<file path="src/rtl/efuse_sequencer.sv">
// efuse_sequencer: bit-level timing sequencer for the 32-bit eFuse macro.
// Converts level-held read/write requests into per-bit address and strobe
// sequences with setup, pulse and hold widths. Completion is a one-cycle
// rd_done or wr_done pulse.
// Optional build macro: EFUSE_SEQ_VERIFY_EN adds a read-back verify pass
// after programming and drives pgm_err. Without it, pgm_err is tied low.
//
// state   | meaning
// --------+------------------------------------------------------------
// S_IDLE  | waiting for a request; write wins over read
// S_START | macro selected, load/pgenb set for the pass mode
// S_NEXT  | address = index; decide whether this bit needs a strobe
// S_SETUP | T_SU cycles, strobe low, address stable
// S_PULSE | strobe high for T_RD (read) or T_PGM (program) cycles
// S_HOLD  | T_SU cycles, strobe low, then advance to the next bit
// S_DONE  | one-cycle completion pulse, macro deselected
module efuse_sequencer #(
    parameter int T_SU  = 2,
    parameter int T_RD  = 4,
    parameter int T_PGM = 100
) (
    input  logic        clk,
    input  logic        rst,
    input  logic        read,
    input  logic        write,
    input  logic [31:0] data_write,
    output logic        rd_done,
    output logic        wr_done,
    output logic [31:0] data_read,
    output logic        busy,
    output logic        pgm_err,
    output logic        fuse_csb,
    output logic        fuse_pgenb,
    output logic        fuse_load,
    output logic        fuse_strobe,
    output logic [4:0]  fuse_addr,
    input  logic        fuse_q
);

    typedef enum logic [2:0] {
        S_IDLE,
        S_START,
        S_NEXT,
        S_SETUP,
        S_PULSE,
        S_HOLD,
        S_DONE
    } state_t;

    // Timer reload values: the down-counter runs from N-1 to zero, so a
    // phase lasts exactly N cycles.
    localparam logic [15:0] C_SU  = 16'(T_SU - 1);
    localparam logic [15:0] C_RD  = 16'(T_RD - 1);
    localparam logic [15:0] C_PGM = 16'(T_PGM - 1);

    state_t      r_state;
    logic [4:0]  r_idx;
    logic [15:0] r_timer;
    logic [31:0] r_wdata;
    logic        r_pgm;
    logic        r_csb;
    logic        r_pgenb;
    logic        r_load;
    logic        r_strobe;
    logic        r_rd_done;
    logic        r_wr_done;
    logic        r_busy;
    logic [31:0] r_data_read;
`ifdef EFUSE_SEQ_VERIFY_EN
    logic        r_verify;
    logic        r_pgm_err;
`endif

    logic        w_bit_sel;
    logic        w_last_bit;
    logic        w_tc;
    logic        w_pass_end;

    // A read pass strobes every bit; a program pass only strobes bits to blow.
    assign w_bit_sel  = r_pgm ? r_wdata[r_idx] : 1'b1;
    assign w_last_bit = (r_idx == 5'd31);
    assign w_tc       = (r_timer == 16'd0);
    // Pass ends either on a skipped bit 31 or at the end of bit 31's hold.
    assign w_pass_end = ((r_state == S_NEXT) && !w_bit_sel && w_last_bit) ||
                        ((r_state == S_HOLD) && w_tc && w_last_bit);

    // Sequencer FSM with all macro-facing and handshake outputs registered.
    always_ff @(posedge clk) begin
        if (rst) begin
            r_state     <= S_IDLE;
            r_idx       <= 5'd0;
            r_timer     <= 16'd0;
            r_wdata     <= 32'd0;
            r_pgm       <= 1'b0;
            r_csb       <= 1'b1;
            r_pgenb     <= 1'b1;
            r_load      <= 1'b0;
            r_strobe    <= 1'b0;
            r_rd_done   <= 1'b0;
            r_wr_done   <= 1'b0;
            r_busy      <= 1'b0;
            r_data_read <= 32'd0;
`ifdef EFUSE_SEQ_VERIFY_EN
            r_verify    <= 1'b0;
            r_pgm_err   <= 1'b0;
`endif
        end else begin
            r_rd_done <= 1'b0;
            r_wr_done <= 1'b0;
            case (r_state)
                S_IDLE: begin
                    if (write || read) begin
                        r_state <= S_START;
                        r_idx   <= 5'd0;
                        r_wdata <= data_write;
                        r_pgm   <= write;
                        r_busy  <= 1'b1;
                        r_csb   <= 1'b0;
                        r_load  <= ~write;
                        r_pgenb <= ~write;
`ifdef EFUSE_SEQ_VERIFY_EN
                        r_verify <= 1'b0;
`endif
                    end
                end
                S_START: begin
                    r_state <= S_NEXT;
                end
                S_NEXT: begin
                    if (w_bit_sel) begin
                        r_state <= S_SETUP;
                        r_timer <= C_SU;
                    end else if (!w_last_bit) begin
                        r_idx <= r_idx + 5'd1;
                    end
                end
                S_SETUP: begin
                    if (w_tc) begin
                        r_state  <= S_PULSE;
                        r_timer  <= r_pgm ? C_PGM : C_RD;
                        r_strobe <= 1'b1;
                    end else begin
                        r_timer <= r_timer - 16'd1;
                    end
                end
                S_PULSE: begin
                    if (w_tc) begin
                        if (!r_pgm) begin
                            r_data_read[r_idx] <= fuse_q;
                        end
                        r_strobe <= 1'b0;
                        r_state  <= S_HOLD;
                        r_timer  <= C_SU;
                    end else begin
                        r_timer <= r_timer - 16'd1;
                    end
                end
                S_HOLD: begin
                    if (w_tc) begin
                        if (!w_last_bit) begin
                            r_idx   <= r_idx + 5'd1;
                            r_state <= S_NEXT;
                        end
                    end else begin
                        r_timer <= r_timer - 16'd1;
                    end
                end
                S_DONE: begin
                    r_state <= S_IDLE;
                    r_busy  <= 1'b0;
                end
                default: begin
                    r_state <= S_IDLE;
                end
            endcase

            // End-of-pass handling overrides the per-state assignments above.
            if (w_pass_end) begin
`ifdef EFUSE_SEQ_VERIFY_EN
                if (r_pgm) begin
                    // Re-enter START in read mode for the verify pass.
                    r_pgm    <= 1'b0;
                    r_verify <= 1'b1;
                    r_idx    <= 5'd0;
                    r_state  <= S_START;
                    r_load   <= 1'b1;
                    r_pgenb  <= 1'b1;
                end else begin
                    r_state   <= S_DONE;
                    r_idx     <= 5'd0;
                    r_csb     <= 1'b1;
                    r_pgenb   <= 1'b1;
                    r_load    <= 1'b0;
                    r_wr_done <= r_verify;
                    r_rd_done <= ~r_verify;
                    if (r_verify) begin
                        r_pgm_err <= ((r_data_read & r_wdata) != r_wdata);
                    end
                end
`else
                r_state   <= S_DONE;
                r_idx     <= 5'd0;
                r_csb     <= 1'b1;
                r_pgenb   <= 1'b1;
                r_load    <= 1'b0;
                r_wr_done <= r_pgm;
                r_rd_done <= ~r_pgm;
`endif
            end
        end
    end

    assign rd_done     = r_rd_done;
    assign wr_done     = r_wr_done;
    assign data_read   = r_data_read;
    assign busy        = r_busy;
    assign fuse_csb    = r_csb;
    assign fuse_pgenb  = r_pgenb;
    assign fuse_load   = r_load;
    assign fuse_strobe = r_strobe;
    assign fuse_addr   = r_idx;
`ifdef EFUSE_SEQ_VERIFY_EN
    assign pgm_err     = r_pgm_err;
`else
    assign pgm_err     = 1'b0;
`endif

endmodule

</file>
<file path="config.mk">
export PLATFORM = sky130hd
export DESIGN_NAME = efuse_sequencer
export DESIGN_NICKNAME = d
export VERILOG_FILES = /design/src/rtl/efuse_sequencer.sv
export SDC_FILE = /design/constraint.sdc
export NUM_CORES = 1
export LEC_CHECK = 0
export CAP_MARGIN = 10
export CELL_PAD_IN_SITES_DETAIL_PLACEMENT = 0
export CELL_PAD_IN_SITES_GLOBAL_PLACEMENT = 1
export CORE_ASPECT_RATIO = 2
export CORE_MARGIN = 5
export CORE_UTILIZATION = 39
export DETAILED_ROUTE_END_ITERATION = 7
export PLACE_DENSITY_LB_ADDON = 0.12
export SLEW_MARGIN = 10
export SYNTH_ARGS = -nofsm -noshare
export SYNTH_HDL_FRONTEND = slang
export SYNTH_SLANG_ARGS = --single-unit
</file>
<file path="constraint.sdc">
create_clock -name clk -period 2.9 [get_ports clk]
set_clock_uncertainty 0.1 [all_clocks]
set_input_delay 0.58 -clock clk [delete_from_list [all_inputs] [get_ports clk]]
set_output_delay 0.58 -clock clk [all_outputs]
set_load 0.02 [all_outputs]
</file>
# --- Yosys cells after proc, flatten, opt, wreduce, memory -nomap -nowiden ---
# Cells that the tools add are included.
word_totals:
  out_inout_bits: 45
  regBits: 96
  in_bits: 37
  elab_cells: 96
classes:
  bitwise_logic: 3
  n_eq_ne: 21
  add_sub_neg: 2
  magnitude_cmp: 2
  n_reduce_logical: 24
  muxes: 30
op_table:
  columns: ["cell", "count"]
  rows:
  - ["2-to-1 mux 16 bit", 4]
  - ["one-hot mux 16 bit (4 select lines)", 1]
  - ["bitwise mux 32 bit", 1]
  - ["2-to-1 mux 3 bit", 7]
  - ["2-to-1 mux 5 bit", 4]
  - ["!= test 3 bit, second input constant", 6]
  - ["one-hot mux 3 bit (6 select lines)", 1]
  - ["zero test 16 bit", 1]
  - ["!= test 2 bit, second input constant", 8]
  - ["subtractor 16 x 1 -> 16 bit, second input constant", 1]
  - ["one-hot mux 5 bit (3 select lines)", 1]
  - ["AND reduction 6 bit", 2]
  - ["== test 3 bit, second input constant", 3]
  - ["AND reduction 3 bit", 3]
  - ["2-to-1 mux 7 bit", 1]
  - ["== test 3 x 2 -> 1 bit, second input constant", 2]
  - ["< comparator 5 x 6 -> 1 bit, second input constant", 1]
  - ["2-to-1 mux 1 bit", 6]
  - ["adder 5 x 1 -> 5 bit, second input constant", 1]
  - ["binary-select mux 1 bit (select 5 bit)", 1]
  - ["demux 1 bit (select 5 bit)", 1]
  - ["== test 5 bit, second input constant", 1]
  - ["greater-or-equal comparator 5 x 1 -> 1 bit, second input constant", 1]
  - ["logical AND 1 bit", 5]
  - ["other kinds (12)", 19]

# --- Logic depth before layout (Yosys ltp) ---
logic_depth:
  word_depth: 9
  ltp_mapped: 11

# --- Least setup slack after synthesis ---
# OpenSTA, ideal clock, no wires.
synth_timing:
  path_type: "reg-to-reg"
  startpoint: "reg r_idx[1] (netlist: fuse_addr[1])"
  endpoint: "reg r_timer[12]"
  stages_incl_launch_ff: 11
  setup_ps: 75
  t_arrival_ps: 2292
  path_buffers: 3
  path_slack_ps: 433
  required_ps: 2725
  path_cell_list: "dfxtp_1 -> buf_2 -> buf_2 -> mux2i_1 -> nor3_1 -> nor4_2 -> nand4_4 -> a22oi_4 -> buf_4 -> o21ai_0 -> a21oi_1"
synth_via:
  elab_chain_len: 5
synth_rtl:
  columns: ["element", "line", "source"]
  rows:
  - ["start: declaration", "57", "logic [4:0] r_idx;"]
  - ["start signal: assignment", "134", "r_idx <= r_idx + 5'd1;"]
  - ["start signal: assignment", "161", "r_idx <= r_idx + 5'd1;"]
  - ["binary-select mux 1 bit (select 5 bit)", "80", "assign w_bit_sel = r_pgm ? r_wdata[r_idx] : 1'b1;"]
  - ["2-to-1 mux 1 bit (implied by the code)", "80", null]
  - ["2-to-1 mux 1 bit", "80", null]
  - ["!= test 2 bit (no line)", null, null]
  - ["AND reduction 3 bit (no line)", null, null]
  - ["end signal: assignment", "140", "r_timer <= r_pgm ? C_PGM : C_RD;"]
  - ["end signal: assignment", "143", "r_timer <= r_timer - 16'd1;"]
  - ["end signal: assignment", "155", "r_timer <= r_timer - 16'd1;"]
  - ["end: declaration", "58", "logic [15:0] r_timer;"]
# No other way between the ends. The select of a mux whose other input is x is not followed.
# A chain may end at the register's enable or synchronous reset.

# --- Final worst setup path ---
layout_timing:
  startpoint: "reg r_idx[3] (netlist: fuse_addr[3])"
  endpoint: "reg r_timer[9]"
# The elaborated chain is that of the path after synthesis.

==> metrics.md <==
| Metric | Value |
|---|---|
| Outcome | finished clean |
| NetSw | 2146 uW |
| First-pass GRT wire length | between 20000 and 25000 microns |
| Worst min-delay path class | flip-flop to flip-flop |
| Vias | 4464 |
| DRC errors left | 0 |
| Power consumption | 5195 uW |
| Final Critical Period | 2.647 ns |
| Relative slew slack | 49.57% |
| Place WS | 0.1778 ns |
| Maxcap violations | 0 |
| Clock transition at path regs | 0.07 ns |
| Clock Path Buffers | 2 |
| Fmax | approximately 380 MHz |
| Reg power frac | between 30% and 40% |
| Gate power share | 42.5% |
| CTS sink cnt | 96 |
| Post-DP HPWL | 9950 microns |
| TNS Setup | 0 ns |
| Vias in the first global route | 4303 |
| Post-Synth XOR/XNOR Area | 0.9550% |
| WHS | 0.3541 ns |
| EDFF count, synth | 0 |
| Core Region | 0.01163 sq mm |
| Worst-path fanout max | 16 |
| Max-slew violation count | 0 |
| Post-synth top area share | a little over two fifths |
| WL/cell | roughly 17 microns |
| Post-synthesis register bit count | 96 |
| FP Rows | 56 |
| Clk Latency, worst-skew pair | 0.35 ns |
| Final period utilization | between 90% and 100% |
| Clk root buf | clkbuf_16 |
| CP endpoint kind | flip-flop |
| IO Port Bufs | 80 |
| # setup viols final | 0 |
| Drt first pass iters | 5 |
| Initial antenna violation count | 0 |
| Mapped Area | 0.004586 sq mm |
| Final ANT Viol Nets | 0 |
| Via-per-instance ratio | 5.532 |
| Clock buffer count from CTS | 9 |
| Final hold vios | 0 |
| Switching share of power | between 40 and 50% |
| YS warnings | 0 |
| Mux cell area share after synthesis | 3.711% |
| Area leader, netlist | dfxtp_1 |
| Starting DRC count in detailed routing | 286 |
| Cts-stage hold buffer count | 0 |
| Crit path launch type | flip-flop |
| Peak supply drop | between 500 and 600 uV |
| Seq/Total Area, Yosys | 41.91% |
| I/O pin count | 82 |
| Synth Instances | approximately 570 |
| Complex-gate fraction of the synthesized area | 22.40% |
| Post-synthesis adder-cell area fraction | 1.637% |
| Primary FF master, synth | dfxtp_1 |
| Crit Path Class | flip-flop to flip-flop |
| Clock Power Share | ~23% |
| Gr ovfl total | 0 |
| Power Dens Cells | a little under 900 mW/mm^2 |
| P&R area growth vs syn | 30.37% |
| Routed Wire Length | about 13000 microns |
| Final worst setup slack | 0.2532 ns |
| CTS tree | built |
| Global Route Usage Sum | 19.61% |
| Pin slew with the least headroom to its limit | 0.7565 ns |
| Mapped Nets | 614 |
| RSZ-0062 raised after global routing | false |
| Leak pwr | roughly 0.0021 uW |
| H-tree depth | 3 |
| Crit path DAT | 2.82 ns |
| Unique masters post-synth | 60 |
| Layout cells sized above 1 | 10.88% |
| Area share of and/or/nand/nor cells after synthesis | 24.67% |
| Mean Syn Cell Area | approximately 8 sq um |
| Critical Path RT | 3.07 ns |
| Die Span Y | 163.4 microns |
| Die ar. | 0.01416 sq mm |
| Synth area leaders | dfxtp_1 42%, a21oi_1 9.1%, nand2_1 7.8% |
| Starting Density | between 30 and 40% |
| Async S/R FF share, synth | 0% |
| Antenna Cells | 0 |
| Die Width | 86.68 microns |
| Main combinational cell family by area after synthesis | simple AND/OR/NAND/NOR gates |
| Fin nets | 702 |
| Pint | 3049 uW |
| GP Congestion | 0.8814 |
| Largest net degree at the start of global routing | 47 |
[per-layer routing]
layer / part of all wire, % / vias to the layer above / track usage (%)
met3: 4.2 / 20 / 3.937
met2: 55 / 116 / 36.16
met5: 0 / - / 0
li1: - / 2219 / -
met1: 38 / 2109 / 21.52
met4: 2.5 / 0 / 7.305
[cell type report]
class,instances,area [sq um]
Clock buffer,9,225.2
Clock inverter,5,66.31
Fill cell,1172,5653
Inverter,9,33.78
Multi-Input combinational cell,427,2457
Sequential cell,96,1923
Tap cell,145,181.4
Timing Repair Buffer,116,1091
[state kept, by name, indices dropped and copies added (netlist names)]
signal       flops
busy             1
data_read       32
fuse_addr        5
fuse_csb         1
fuse_load        1
fuse_pgenb       1
fuse_strobe      1
r_pgm            1
r_state          3
r_timer         16
r_wdata         32
rd_done          1
wr_done          1
[final timing paths]
path	start	endpoint	slack (ns)	depth (start not counted)
max	fuse_addr[3]	r_timer[9]	0.25	7
min	r_wdata[2]	r_wdata[2]	0.35	2
max reg2reg	fuse_addr[3]	r_timer[9]	0.25	7
min reg2reg	r_wdata[2]	r_wdata[2]	0.35	2
[synth_stat cells, types with 5 or more instances]
cell type  count
nand2_1       95
buf_2          8
ha_1           6
inv_1          9
dfxtp_1       96
a211oi_1       7
nor3_1        16
nand3_1       44
and2_1         6
a21oi_1       83
o21ai_0       54
clkbuf_1      26
nor2_1        19
and3_1         6
mux2i_1        8
nand4_1        5
[cells in the final DEF (no fill, tap or decap), drive strengths merged, types with 8 or more instances in the layout]
cell and count:
inv 12, a21oi 85, nand3 44, nand2 95, clkbuf 9, o21ai 54
clkdlybuf4s50 79, dfxtp 96, nor3 17, mux2i 8, buf 37, nor2 19
[critical path, stage by stage, from the launching register on]
cell	delay (ns)
dfxtp_1	0.49
or3b_4	0.50
o221ai_1	0.33
a21oi_2	0.14
nand4_4	0.16
a22oi_4	0.15
or4b_1	0.56
a21oi_1	0.14
[metrics by stage]
stage	util [%]	cells	cell area, sq um
CTS	51.39	807	5977
detailed placement	48.88	793	5685
floorplan	-	571	4586
global route	51.40	807	5978
finish	51.40	807	5978
global placement	48.88	793	5685
[cell families (layout without fill, tap and decap cells)]
logic type	after synthesis	in the layout
simple gates	226	226
compound gates	177	177
flops	96	96
buf+inv	48	139
mux	12	12
fa+ha+maj	6	6
xor+xnor	5	5
other cells	1	1
[repair_timing]
action | in CTS | in global routing
setup endpoints to repair | 0 | 8
gates resized for setup | 0 | 1
buffers inserted | 0 | 0
[power by group through the flow]
stage	Sequential (uW)	Clock (uW)	Combinational, uW
detailed placement	1810	0	2210
floorplan	1750	0	1520
global placement	1800	0	2160
global route	1820	1290	2460
CTS	1780	1230	2210
finish	1780	1210	2210
Power figures use the tool's default switching activity.
